<file path="src/rtl/sw_cmd_pkg.sv">
// sw_cmd_pkg: constants and helpers shared by the switch command capture block.
//   CMD_W         - width of a command nibble taken from the slide switches
//   DEPTH_DEFAULT - default number of entries in the command FIFO
//   ptr_w()       - read/write pointer width for a given FIFO depth
package sw_cmd_pkg;

    localparam int CMD_W         = 4;
    localparam int DEPTH_DEFAULT = 4;

    // A depth of 1 would give $clog2 == 0; keep at least one pointer bit.
    function automatic int ptr_w(input int depth);
        return (depth > 1) ? $clog2(depth) : 1;
    endfunction

endpackage

</file>
<file path="src/rtl/sw_debounce.sv">
// sw_debounce: two-flop synchroniser followed by an optional debounce filter
// for a single bouncy, asynchronous switch input.
//
// Configuration macro: SW_CMD_DEBOUNCE_EN
//   defined   - level follows the synchronised input only after it has
//               differed from level for DEBOUNCE_CYCLES consecutive cycles
//   undefined - level is the synchronised input; DEBOUNCE_CYCLES is unused
//
// Ports:
//   clk   in   clock, rising edge
//   rst   in   synchronous active-high reset
//   raw   in   raw asynchronous switch level
//   level out  synchronised (and filtered) switch level, 0 after reset
module sw_debounce #(
    parameter int DEBOUNCE_CYCLES = 16
) (
    input  logic clk,
    input  logic rst,
    input  logic raw,
    output logic level
);

    if (DEBOUNCE_CYCLES < 1) begin : g_bad_cfg
        $error("sw_debounce: DEBOUNCE_CYCLES must be at least 1");
    end

    logic sync_p0;
    logic sync_p1;

    // Stage p0/p1: metastability synchroniser
    always_ff @(posedge clk) begin
        if (rst) begin
            sync_p0 <= 1'b0;
            sync_p1 <= 1'b0;
        end else begin
            sync_p0 <= raw;
            sync_p1 <= sync_p0;
        end
    end

`ifdef SW_CMD_DEBOUNCE_EN
    localparam int CNT_W = $clog2(DEBOUNCE_CYCLES) + 1;
    localparam logic [CNT_W-1:0] CNT_LAST = CNT_W'(DEBOUNCE_CYCLES - 1);

    logic [CNT_W-1:0] cnt;
    logic             level_p2;

    // Stage p2: filtered level. The counter only runs while the synchronised
    // input disagrees with the accepted level; any agreement restarts it.
    always_ff @(posedge clk) begin
        if (rst) begin
            cnt      <= '0;
            level_p2 <= 1'b0;
        end else if (sync_p1 == level_p2) begin
            cnt <= '0;
        end else if (cnt == CNT_LAST) begin
            cnt      <= '0;
            level_p2 <= sync_p1;
        end else begin
            cnt <= cnt + CNT_W'(1);
        end
    end

    assign level = level_p2;
`else
    assign level = sync_p1;
`endif

endmodule

</file>
<file path="src/rtl/sw_cmd_capture.sv">
// sw_cmd_capture: captures a 4-bit command from slide switches each time the
// load switch is raised and queues it in a small FIFO for the control unit.
//
// Configuration macro: SW_CMD_DEBOUNCE_EN (enables the strobe debounce filter
// inside sw_debounce; without it the synchronised strobe is used directly).
//
// Ports:
//   CLOCK_50   in   single clock, rising edge
//   rst        in   synchronous active-high reset
//   sw_data    in   raw command nibble (asynchronous)
//   sw_strobe  in   raw load switch (asynchronous, bouncy)
//   cmd_data   out  command at FIFO head (0 while empty)
//   cmd_valid  out  FIFO non-empty
//   cmd_ready  in   consumer accept; pop on cmd_valid && cmd_ready
//   fifo_count out  occupancy, 0..DEPTH
//   overflow   out  sticky, set when a capture is dropped on a full FIFO
module sw_cmd_capture
    import sw_cmd_pkg::*;
#(
    parameter int DEBOUNCE_CYCLES = 16,
    parameter int DEPTH           = DEPTH_DEFAULT
) (
    input  logic                   CLOCK_50,
    input  logic                   rst,
    input  logic [CMD_W-1:0]       sw_data,
    input  logic                   sw_strobe,
    output logic [CMD_W-1:0]       cmd_data,
    output logic                   cmd_valid,
    input  logic                   cmd_ready,
    output logic [$clog2(DEPTH):0] fifo_count,
    output logic                   overflow
);

    if (DEPTH < 2 || (DEPTH & (DEPTH - 1)) != 0) begin : g_bad_depth
        $error("sw_cmd_capture: DEPTH must be a power of two, at least 2");
    end

    localparam int PW = ptr_w(DEPTH);
    localparam int CW = $clog2(DEPTH) + 1;
    localparam logic [CW-1:0] FULL_CNT = CW'(DEPTH);

    logic [CMD_W-1:0] data_p0;
    logic [CMD_W-1:0] data_p1;
    logic             strobe_deb;
    logic             strobe_deb_q;
    logic             rise;

    logic [CMD_W-1:0] mem [DEPTH];
    logic [PW-1:0]    wr_ptr;
    logic [PW-1:0]    rd_ptr;
    logic [CW-1:0]    count;
    logic             overflow_q;
    logic             full;
    logic             pop;
    logic             push_ok;

    // Stage p0/p1: data synchroniser, same depth as the strobe path so the
    // nibble is settled by the time the filtered strobe rises.
    always_ff @(posedge CLOCK_50) begin
        if (rst) begin
            data_p0 <= '0;
            data_p1 <= '0;
        end else begin
            data_p0 <= sw_data;
            data_p1 <= data_p0;
        end
    end

    sw_debounce #(
        .DEBOUNCE_CYCLES(DEBOUNCE_CYCLES)
    ) u_strobe (
        .clk  (CLOCK_50),
        .rst  (rst),
        .raw  (sw_strobe),
        .level(strobe_deb)
    );

    // Edge detector; cleared by reset so a strobe held high through reset
    // release is seen as a fresh rising transition.
    always_ff @(posedge CLOCK_50) begin
        if (rst) begin
            strobe_deb_q <= 1'b0;
        end else begin
            strobe_deb_q <= strobe_deb;
        end
    end

    assign rise    = strobe_deb & ~strobe_deb_q;
    assign full    = (count == FULL_CNT);
    assign pop     = cmd_valid & cmd_ready;
    // A full FIFO still accepts when the head leaves on the same edge.
    assign push_ok = rise & (~full | pop);

    // Storage holds no reset: stale words are unreachable once pointers and
    // count are cleared, and cmd_data is gated to 0 while empty.
    always_ff @(posedge CLOCK_50) begin
        if (push_ok) begin
            mem[wr_ptr] <= data_p1;
        end
    end

    // Stage p2: FIFO control
    always_ff @(posedge CLOCK_50) begin
        if (rst) begin
            wr_ptr     <= '0;
            rd_ptr     <= '0;
            count      <= '0;
            overflow_q <= 1'b0;
        end else begin
            if (push_ok) begin
                wr_ptr <= wr_ptr + PW'(1);
            end
            if (pop) begin
                rd_ptr <= rd_ptr + PW'(1);
            end
            case ({push_ok, pop})
                2'b10:   count <= count + CW'(1);
                2'b01:   count <= count - CW'(1);
                default: count <= count;
            endcase
            if (rise && full && !pop) begin
                overflow_q <= 1'b1;
            end
        end
    end

    assign cmd_valid  = (count != '0);
    assign cmd_data   = cmd_valid ? mem[rd_ptr] : '0;
    assign fifo_count = count;
    assign overflow   = overflow_q;

endmodule

</file>
<file path="config.mk">
export PLATFORM = sky130hd
export DESIGN_NAME = sw_cmd_capture
export DESIGN_NICKNAME = d
export VERILOG_FILES = /design/src/rtl/sw_cmd_pkg.sv /design/src/rtl/sw_debounce.sv /design/src/rtl/sw_cmd_capture.sv
export SDC_FILE = /design/constraint.sdc
export NUM_CORES = 1
export LEC_CHECK = 0
export ABC_AREA = 1
export CAP_MARGIN = 5
export CORE_MARGIN = 2
export CORE_UTILIZATION = 58
export CTS_CLUSTER_SIZE = 24
export DETAILED_ROUTE_END_ITERATION = 12
export PLACE_DENSITY_LB_ADDON = 0.3
export SLEW_MARGIN = 10
export SYNTH_ARGS = -nofsm -noshare
export SYNTH_HDL_FRONTEND = slang
export SYNTH_HIERARCHICAL = 1
export SYNTH_SLANG_ARGS = --single-unit
export TNS_END_PERCENT = 50
</file>
<file path="constraint.sdc">
create_clock -name CLOCK_50 -period 3.1 [get_ports CLOCK_50]
set_clock_uncertainty 0.15 [all_clocks]
set_input_delay 0.31 -clock CLOCK_50 [delete_from_list [all_inputs] [get_ports CLOCK_50]]
set_output_delay 0.31 -clock CLOCK_50 [all_outputs]
set_load 0.1 [all_outputs]
</file>
==> results.cfg <==
[die]
io_pins = 17
coreArea_sq_um = 2450
row_count = 18
die_w_um = 54.6
dieArea_sq_um = 2980
die_h_um = 54.6
initial_utilization = 0.604

[global_route]
grt_start_max_net_pins = 13
grt_pass1_vias = 886
grt_use_total = 0.184
grt_first_pass_wirelength_um = 3640
antenna_found_initial = 0
grt_overflow_total = 0

[synthesis]
yosysUniqueCellTypes = 22
yosys_most_used_dff = dfxtp_1
avgSynthCellArea_sq_um = 9.64
synthesis.nets = 167
ys_ff_latch = 37
yosysSeqAreaShare = 0.607
synth_edf_count = 16
yosysWarnings = 6
async_reset_ff_frac = 0
netlist_area_sq_um = 1480
netlist_instances = 154

[detailed_routing]
antenna_left = 0
vias = 988
wirelength_um = 2240
viasPerCell = 4.80
dr.pass1.iters = 4
drt_iter0_markers = 10
drc = 0
avgRoutedWirePerCell_um = 10.8

[pwr]
powerDensity_nw_per_um2 = 858
total_power_mw = 1.49
p_leak_nw = 0.749
irDropWorstVdd_mv = 0.890
p_seq_frac = 0.383
p_switching_mw = 0.626
swShare = 0.421
clkPwrFrac = 0.226
cellInternalPower_mw = 0.862
pwr-share-comb = 0.391

[setup_path]
critPathArrivalTime_ns = 1.58
end_kind = primary output
critical_path_class = flop to primary output
start_kind = flop
reg2reg_depth = 10
required_ns = 2.64
cp_max_fo = 9

[timing]
max_slew_margin = 0.741
setup_viol = 0
tightest_slew_ns = 0.388
period_minus_slack_ns = 2.04
hold_viol_final = 0
rsz0062_at_grt = false
fmaxAchievable_ghz = 0.489
period_share = 0.659
slew_viol_final = 0

[placement]
dp_hpwl_um = 1630
place_area_sq_um = 1650
io_buffers = 16
place.gp.congestion = 0.682

[min_path]
hold_path_class = flop to flop
hold_depth = 2

[cts]
cts_resized = 0
clk_pin_slew_ns = 0.10
cts-root-buf = clkbuf_4
cts_made_buffers = 5
htree_levels = 2
clock_path_buffers = 2
cts_tree = built
cts_setup_buffers = 0
cts_sinks = 37
hold_buffers = 0
clk-insertion-delay-late_ns = 0.33

[cells_and_area]
num_antenna_cells = 0
fill_cells = 194
final_cell_area_sq_um = 1740
fin_nets = 188
layout-drive-gt1-share = 0.159
fin_util = 0.707
syn2layout_area_growth_pct = 16.9
final_cell_mix = nor2_1 (39), inv_1 (27), dfxtp_1 (21)
layout_commonest_cell = nor2_1

[run_status]
status = completed

[flow_run]
drv_cap = 0
## worst paths after layout
kind                 start  slack [ns]            end
max reg2reg  fifo_count[2]        1.23  fifo_count[2]
min reg2reg     data_p0[1]        0.26     data_p1[1]
min             data_p0[1]        0.26     data_p1[1]
max                   flop        1.06    cmd_data[2]
## synth_stat cells, types with 2 or more instances
cell type  instances  area share
edfxtp_1          16        0.32
a21oi_1            7       0.024
nand2_4            4       0.030
nand4_1            2      0.0084
nand2_1            5       0.013
ha_1               4       0.034
nor2_2             2      0.0084
dfxtp_1           21        0.28
inv_2              3      0.0076
inv_1             27       0.068
o21ai_0           11       0.037
nor2_1            39       0.099
nand3_1            4       0.013
## cell families after synthesis
logic type / count (synthesis) / synth area share
adders and majority gates: 5 / 0.0472
buffers and inverters: 32 / 0.0818
AOI/OAI and AO/OA: 19 / 0.0658
and+or+nand+nor: 61 / 0.198
DFF: 37 / 0.607
## critical path, cell delays in order, from the launching register on
cell     delay [ns]
dfxtp_1        0.51
inv_1          0.18
o21ai_0        0.23
a21oi_1        0.09
buf_4          0.24
## through the flow
| step | instances | hold slack [ns] | setup TNS [ns] | setup WS (ns) |
|---|---|---|---|---|
| after floorplan | 154 | 0.231 | -1.63 | -0.408 |
| after global placement | 198 | 0.242 | 0 | 0.901 |
| after detailed placement | 198 | 0.242 | 0 | 0.807 |
| after CTS | 206 | 0.260 | 0 | 1.03 |
| after global routing | 206 | 0.277 | 0 | 0.908 |
| final | 206 | 0.256 | 0 | 1.06 |
## flip-flops by register name, summed over array words and instances, names as in the netlist, named ones only
register and cells:
overflow 1, rd_ptr 2, u_strobe/sync_p0 1, data_p0 4, wr_ptr 2, strobe_deb_q 1
fifo_count 3, mem 16, data_p1 4, u_strobe/level 1
## power by group through the flow
stage | clock network (mW) | logic (mW) | registers (mW)
finish | 0.336 | 0.582 | 0.570
global placement | 0 | 0.572 | 0.579
floorplan | 0 | 0.401 | 0.651
CTS | 0.346 | 0.585 | 0.570
global route | 0.369 | 0.621 | 0.574
detailed placement | 0 | 0.583 | 0.581
## cell type report
class	count	area, sq um	share of cell area
clock inverter	1	30.0	0.0173
sequential	37	901	0.519
inverter	30	113	0.0649
clock buffer	7	55.1	0.0317
multi-input combinational	85	462	0.266
tap	30	37.5	0.0216
timing repair buffer	16	138	0.0793
## layer usage
layer / vias to the layer above / track usage / part of all wire
li1: 520 / - / -
met1: 446 / 0.179 / 0.42
met2: 18 / 0.310 / 0.52
met3: 4 / 0.0710 / 0.042
met4: 0 / 0.138 / 0.015
met5: - / 0 / 0
(Power assumes the default switching activity.)
